$ cat config.mk
export PLATFORM = sky130hd
export DESIGN_NAME = stream_fifo_flat
export DESIGN_NICKNAME = d
export VERILOG_FILES = /design/src/rtl/stream_fifo_if.sv /design/src/rtl/stream_fifo.sv /design/src/flat_wrapper.sv
export SDC_FILE = /design/constraint.sdc
export NUM_CORES = 1
export LEC_CHECK = 0
export ABC_AREA = 1
export BUFFER_PORTS_ARGS = -buffer_cell sky130_fd_sc_hd__buf_2
export CAP_MARGIN = 40
export CELL_PAD_IN_SITES_DETAIL_PLACEMENT = 1
export CELL_PAD_IN_SITES_GLOBAL_PLACEMENT = 1
export CORE_UTILIZATION = 25
export CTS_BUF_LIST = sky130_fd_sc_hd__clkbuf_16
export CTS_CLUSTER_SIZE = 30
export DETAILED_ROUTE_END_ITERATION = 10
export PLACE_DENSITY = 0.54
export SLEW_MARGIN = 25
export SYNTH_ARGS = -nofsm -noshare
export SYNTH_HDL_FRONTEND = slang
export SYNTH_SLANG_ARGS = --single-unit
$ cat constraint.sdc
create_clock -name clk -period 3.4 [get_ports clk]
set_clock_uncertainty 0.15 [all_clocks]
set_input_delay 0.17 -clock clk [delete_from_list [all_inputs] [get_ports clk]]
set_output_delay 0.17 -clock clk [all_outputs]
set_load 0.02 [all_outputs]
$ cat src/rtl/stream_fifo_if.sv
// Valid/ready stream handshake bundle: upstream (i_*) and downstream (o_*) sides.
interface stream_fifo_if #(
  parameter int WIDTH = 32
);
  logic             i_val;
  logic             i_rdy;
  logic [WIDTH-1:0] i_data;
  logic             o_val;
  logic             o_rdy;
  logic [WIDTH-1:0] o_data;

  // master: the environment that sources words and sinks the head word
  modport master (
    output i_val, i_data, o_rdy,
    input  i_rdy, o_val, o_data
  );

  // slave: the FIFO itself
  modport slave (
    input  i_val, i_data, o_rdy,
    output i_rdy, o_val, o_data
  );
endinterface

$ cat src/rtl/stream_fifo.sv
// Single-clock first-word-fall-through stream FIFO with flush and almost-full flag.
module stream_fifo #(
  parameter int WIDTH = 32,
  parameter int DEPTH = 4,
  parameter int AFULL = DEPTH - 1
) (
  input  logic                     clk,
  input  logic                     rst,
  input  logic                     flush,
  stream_fifo_if.slave             s,
  output logic [$clog2(DEPTH):0]   count,
  output logic                     almost_full
);
  localparam int AW = $clog2(DEPTH);
  localparam int CW = AW + 1;

  logic [WIDTH-1:0] storage [DEPTH];
  logic [AW-1:0]    rd_ptr;
  logic [AW-1:0]    wr_ptr;
  logic             push;
  logic             pop;

  // i_rdy deliberately ignores o_rdy: a full FIFO never accepts in the popping cycle
  assign s.i_rdy     = (count != CW'(DEPTH)) && !flush;
  assign s.o_val     = (count != '0);
  assign s.o_data    = s.o_val ? storage[rd_ptr] : '0;
  assign almost_full = (count >= CW'(AFULL));

  assign push = s.i_val && s.i_rdy;
  assign pop  = s.o_val && s.o_rdy;

  always_ff @(posedge clk) begin
    if (rst || flush) begin
      count  <= '0;
      rd_ptr <= '0;
      wr_ptr <= '0;
    end else begin
      count <= count + CW'(push) - CW'(pop);
      if (push) wr_ptr <= wr_ptr + AW'(1);
      if (pop)  rd_ptr <= rd_ptr + AW'(1);
    end
  end

  // storage is not reset; outputs mask it whenever count is zero
  always_ff @(posedge clk) begin
    if (push && !rst) storage[wr_ptr] <= s.i_data;
  end
endmodule

$ cat src/flat_wrapper.sv
// flat-port wrapper written by rule: the top's interface ports become plain ports
module stream_fifo_flat 
#(
  parameter int WIDTH = 32,
  parameter int DEPTH = 4,
  parameter int AFULL = DEPTH - 1
)
  (clk, rst, flush, count, almost_full, s_i_val, s_i_data, s_o_rdy, s_i_rdy, s_o_val, s_o_data);
  stream_fifo_if #(.WIDTH(WIDTH)) s_i ();
  input  logic clk;
  input  logic rst;
  input  logic flush;
  output logic [$clog2(DEPTH):0] count;
  output logic almost_full;
  input wire logic [$bits(s_i.i_val)-1:0] s_i_val;
  input wire logic [$bits(s_i.i_data)-1:0] s_i_data;
  input wire logic [$bits(s_i.o_rdy)-1:0] s_o_rdy;
  output wire logic [$bits(s_i.i_rdy)-1:0] s_i_rdy;
  output wire logic [$bits(s_i.o_val)-1:0] s_o_val;
  output wire logic [$bits(s_i.o_data)-1:0] s_o_data;
  assign s_i.i_val = s_i_val;
  assign s_i.i_data = s_i_data;
  assign s_i.o_rdy = s_o_rdy;
  assign s_i_rdy = s_i.i_rdy;
  assign s_o_val = s_i.o_val;
  assign s_o_data = s_i.o_data;
  stream_fifo #(.WIDTH(WIDTH), .DEPTH(DEPTH), .AFULL(AFULL)) u_core (.clk(clk), .rst(rst), .flush(flush), .s(s_i), .count(count), .almost_full(almost_full));
endmodule
Yosys cells after proc, flatten, opt, wreduce, memory -nomap -nowiden
Memories as Yosys holds them, arrays and structs flattened. A register that Yosys moved wholly into a read port is not among the register bits.
Cells that the tools add are included.
{"block": "classes", "reduce_logical": 8, "n_mux": 5, "n_eq_ne": 1, "add_sub_neg": 4, "order_cmp": 1}
{"op": "2-to-1 mux 32 bit", "count": 1}
{"op": "adder 2 x 1 -> 2 bit (second input constant)", "count": 2}
{"op": "logical AND 1 bit", "count": 4}
{"op": "2-to-1 mux 2 bit", "count": 2}
{"op": "adder 3 x 1 -> 3 bit", "count": 1}
{"op": "greater-or-equal comparator 3 x 2 -> 1 bit (second input constant)", "count": 1}
{"op": "!= test 3 bit (second input constant)", "count": 1}
{"op": "nonzero test 3 bit", "count": 1}
{"op": "subtractor 3 x 1 -> 3 bit", "count": 1}
{"op": "zero test 1 bit", "count": 2}
{"op": "2-to-1 mux 1 bit", "count": 2}
{"op": "logical OR 1 bit", "count": 1}
{"block": "totals", "memories": 1, "register_bits": 7, "inputBits": 37, "word_cells": 23, "output_inout_bits": 38, "ram_bits": 128}
{"memory": "u_core.storage", "words": 4, "width": 32, "rd": 1, "rd_clocked_by_memory_dff": 1, "write_ports": 1, "line": "stream_fifo.sv:17", "text": "logic [WIDTH-1:0] storage [DEPTH];"}

Depth between registers and ports, before layout
{"block": "depth", "depth_word": 6, "ltp_mapped": 11, "mapped_depth_nobuf": 11}

Worst setup path after synthesis
Ideal clock, no wire load.
{"block": "synth_path", "path_type": "register to register", "start": "reg u_core.count[1]", "end": "mem u_core.storage[0][0] (enable)", "setup_time_ns": 0.421, "synth_period_minus_slack_ns": 2.922, "path_slack_ns": 0.478, "t_required_ns": 2.829, "arrival_ns": 2.351, "path_stages_with_launch": 7, "n_path_buf": 0, "path_cell_list": "dfxtp_1 -> nor2_1 -> nand2_1 -> nand3_1 -> inv_1 -> nand2_1 -> nor2_1"}
{"block": "synth_via", "elab_chain_cells": 6}
{"item": "start, declared", "line": "stream_fifo.sv:11", "text": "output logic [$clog2(DEPTH):0] count,"}
{"item": "start signal, assigned", "line": "stream_fifo.sv:38", "text": "count <= count + CW'(push) - CW'(pop);"}
{"item": "!= test 3 bit", "line": "stream_fifo.sv:24", "text": "assign s.i_rdy = (count != CW'(DEPTH)) && !flush;"}
{"item": "logical AND 1 bit", "line": "stream_fifo.sv:24"}
{"item": "logical AND 1 bit", "line": "stream_fifo.sv:29", "text": "assign push = s.i_val && s.i_rdy;"}
{"item": "logical AND 1 bit", "line": "stream_fifo.sv:46", "text": "if (push && !rst) storage[wr_ptr] <= s.i_data;"}
{"item": "2-to-1 mux 1 bit", "line": "stream_fifo.sv:46"}
{"item": "2-to-1 mux 1 bit (implied by the code)", "line": "stream_fifo.sv:46"}
{"item": "end, declared", "line": "stream_fifo.sv:17"}
No other way between the ends.

Worst setup path after layout
{"block": "layout_path", "start": "reg u_core.count[1]", "end": "out s_o_data[16]"}
{"block": "layout_via", "elab_chain_cells": 2}
{"item": "nonzero test 3 bit", "line": "stream_fifo.sv:25", "text": "assign s.o_val = (count != '0);"}
{"item": "2-to-1 mux 32 bit", "line": "stream_fifo.sv:26", "text": "assign s.o_data = s.o_val ? storage[rd_ptr] : '0;"}
{"item": "end, declared", "line": "flat_wrapper.sv:20", "text": "output wire logic [$bits(s_i.o_data)-1:0] s_o_data;"}
No other way between the ends.

==> results.sh <==
export IMPL_final_setup_viol_count=0
export IMPL_cts_buffer_depth=2
export IMPL_rsz0062_at_grt="false"
export IMPL_tightestPinTransition_ns=0.708
export IMPL_cts_max_level=4
export IMPL_worst_r2r_endpoint="u_core.storage[3][16]$_DFFE_PP_"
export IMPL_wl_per_cell_um=15.8
export IMPL_ioPinCount=75
export IMPL_stdcell_area_um2=7160
export IMPL_via_count=3728
export IMPL_clock_sink_count=137
export IMPL_cp_buffers_inverters=3
export IMPL_timing_max_cap_violations=0
export IMPL_floorplan_die_width_um=150
export IMPL_synth_async_reset_ratio_pct=0
export IMPL_worstRegToRegCells=7
export IMPL_timing_setup_critical_path_class="reg -> out"
export IMPL_peakVddDrop_v=0.000271
export IMPL_post_dp_hpwl_um=8560
export IMPL_grt_overflow=0
export IMPL_firstDrtPassIters=4
export IMPL_yosys_register_bits=137
export IMPL_max_freq_ghz=0.378
export IMPL_synth_edf_count=128
export IMPL_port_buffer_count=74
export IMPL_slew_headroom_pct=52.8
export IMPL_run_status="finished clean"
export IMPL_drive_above_1_share_pct=20.9
export IMPL_die_height_um=150
export IMPL_synthCells=452
export IMPL_clk_insertion_delay_late_ns=0.42
export IMPL_rrSetupSlack_ns=0.97
export IMPL_grt_max_degree=65
export IMPL_antenna_cells_inserted=0
export IMPL_fin_nets=615
export IMPL_number_of_nets_in_the_synthesized_netlist=497
export IMPL_rr_startpoint="u_core.count[1]$_SDFF_PP0_"
export IMPL_min_delay_path_depth=2
export IMPL_num_fill_cells=2314
export IMPL_post_cts_repair_setup_buffers=0
export IMPL_netlist_area_um2=5480
export IMPL_viasPerCell=4.34
export IMPL_route_final_wire_length_um=13500
export IMPL_path_clk_slew_ns=0.06
export IMPL_sequential_cell_area_um2=4030
export IMPL_worstHoldEndpoint="u_core.storage[2][25]$_DFFE_PP_"
export IMPL_netlist_area_leader_share_pct=70.1
export IMPL_critPathCaptureType="output port"
export IMPL_dpl_cell_area_um2=6160
export IMPL_placeableCoreArea_um2=21300
export IMPL_synthToLayoutAreaGrowth_pct=30.6
export IMPL_report_final_slew_viol_count=0
export IMPL_cts_tree="yes"
export IMPL_core_rowCount=53
export IMPL_worst_path_max_fanout=17
export IMPL_seq_area_frac_synth_pct=73.4
export IMPL_syn_avg_cell_area_um2=12.1
export IMPL_detail_route_drc_violations=0
export IMPL_antenna_violations_before_repair=0
export IMPL_cp_arrival_ns=2.33
export IMPL_final_hold_viol_count=0
export IMPL_setup_worst_path_start_class="flip-flop"
export IMPL_drt_iter0_drcs=170
export IMPL_synth_warnings=0
export IMPL_cell_taking_the_most_area_after_synthesis="edfxtp_1"
export IMPL_grt_usage_pct=13.1
export IMPL_hp_start="s_i_data[25]"
export IMPL_tritoncts_buffer_count=17
export IMPL_cp_top_family="buffers and inverters"
export IMPL_pwr_density_cell_nw_per_um2=581
export IMPL_worstHoldPathType="in -> reg"
export IMPL_floorplan_die_area_um2=22500
export IMPL_timing_critical_path_slowest_stage_cell="inv_1"
export IMPL_cellLeakagePower_uw=0.00266
export IMPL_starting_utilization_of_the_core_area_pct=25.8
export IMPL_timing_final_crit_period_ns=2.65
export IMPL_synthDistinctLibCells=17
export IMPL_timing_final_crit_share_pct=77.9
export IMPL_antenna_left=0
export IMPL_synth_top_cells_by_count="142 x nor2_1, 128 x edfxtp_1, 37 x o21ai_1"
export IMPL_synthMostInstantiatedCell="nor2_1"
export IMPL_fin_setup_tns_ns=0
export IMPL_synth_top_cells_by_area="edfxtp_1 70%, nor2_1 9.7%, o21ai_1 3.4%"
export IMPL_worst_path_stages=6
export IMPL_multi_input_area_um2=1250
export IMPL_path_cells="nor2_1 -> nand2_1 -> inv_1 -> buf_4 -> a21oi_1 -> buf_2"
export IMPL_gpl_final_weighted_congestion=0.714
export IMPL_clockRootBuffer="clkbuf_16"
export IMPL_postSynth_topFlopCell="edfxtp_1"
export IMPL_grt_pass1_wl_um=21600
export IMPL_critical_path_required_ns=3.08
export IMPL_max_stage_delay_ns=0.51
export IMPL_via_count_of_the_first_global_routing_pass=4071
how the worst max path moves through the flow:
stage                               startpoint                              end  slack (ns)
CTS                 u_core.count[1]$_SDFF_PP0_                     s_o_data[16]        0.67
detailed placement  u_core.count[1]$_SDFF_PP0_  u_core.storage[3][17]$_DFFE_PP_        0.95
global route        u_core.count[1]$_SDFF_PP0_                     s_o_data[16]        0.53
floorplan           u_core.count[1]$_SDFF_PP0_   u_core.storage[0][0]$_DFFE_PP_        0.48
global placement    u_core.count[1]$_SDFF_PP0_   u_core.storage[3][3]$_DFFE_PP_        1.03
finish              u_core.count[1]$_SDFF_PP0_                     s_o_data[16]        0.75
cells in the final DEF, fill, tap and decap left out:
cell / netlist / layout
ha_1: 7 / 7
edfxtp_1: 128 / 128
nand4_1: 2 / 2
dfxtp_1: 9 / 7
buf_2: 8 / 74
bufinv_16: 0 / 4
nand2_1: 13 / 13
fa_1: 1 / 1
inv_2: 1 / 1
clkbuf_16: 0 / 17
inv_1: 23 / 23
buf_4: 0 / 10
clkinv_4: 0 / 4
clkinv_2: 0 / 2
xor2_1: 1 / 1
a21oi_1: 34 / 34
clkinv_1: 0 / 1
o21ai_0: 29 / 29
inv_6: 0 / 1
dfxtp_2: 0 / 2
clkinvlp_4: 0 / 3
nand3_1: 2 / 2
nor2_1: 142 / 138
nor2_4: 0 / 4
dlygate4sd3_1: 0 / 38
o21ai_1: 37 / 37
power by group:
| group | switching (uW) | internal [uW] | leakage [uW] | total (uW) |
|---|---|---|---|---|
| registers | 8.45 | 1870 | 0.00123 | 1870 |
| clock network | 706 | 1230 | 0.000297 | 1930 |
| logic | 233 | 120 | 0.00113 | 353 |
logic make-up after synthesis:
group           Yosys count  synth area share, %
xor+xnor                  1                0.160
flops                   137                 73.4
compound gates          100                 9.13
simple gates            159                 11.0
buf+inv                  47                 4.36
fa+ha+maj                 8                 1.96
per-layer routing:
| layer | vias to the layer above | wire [um] | global-route usage, % | part of all wire [%] |
|---|---|---|---|---|
| met5 | - | 0 | 0 | 0 |
| met4 | 0 | 148 | 4.09 | 1.1 |
| met3 | 13 | 434 | 3.67 | 3.2 |
| met2 | 63 | 6930 | 23.5 | 51 |
| met1 | 1849 | 6020 | 14.8 | 44 |
| li1 | 1803 | - | - | - |
timing repair:
item	in CTS	in global routing
endpoints found under the hold margin	137	0
hold buffers	38	0
gates resized for setup	0	0
sequential cells by signal (all words and copies together), names as in the netlist, named ones only:
name            cells
u_core.count        3
u_core.wr_ptr       2
u_core.rd_ptr       2
u_core.storage    128
stage by stage:
stage	power (uW)	utilization, %	hold WS (ns)	cells	worst slack, ns
2_1_floorplan	2100	-	0.119	452	0.478
3_3_place_gp	2230	28.9	0.246	788	1.03
3_5_place_dp	2240	28.9	0.251	788	0.953
4_1_cts	4220	33.7	0.339	858	0.674
5_1_grt	4320	33.7	0.347	858	0.534
6_report	4160	33.7	0.353	858	0.751
worst reg2reg max path: cells and delay by family, from the launching register on:
family	cells	cell delay, ns
buf+inv	2	0.46
flops	1	0.43
simple gates	5	1.07
cell type report:
type	count	share of cell area (%)
Inverter	24	1.26
Timing Repair Buffer	122	11.5
Multi-Input combinational cell	268	17.5
Clock buffer	17	5.94
Sequential cell	137	56.2
Tap cell	275	4.80
Clock inverter	15	2.79
No activity file was read; power rests on OpenSTA's default activity.
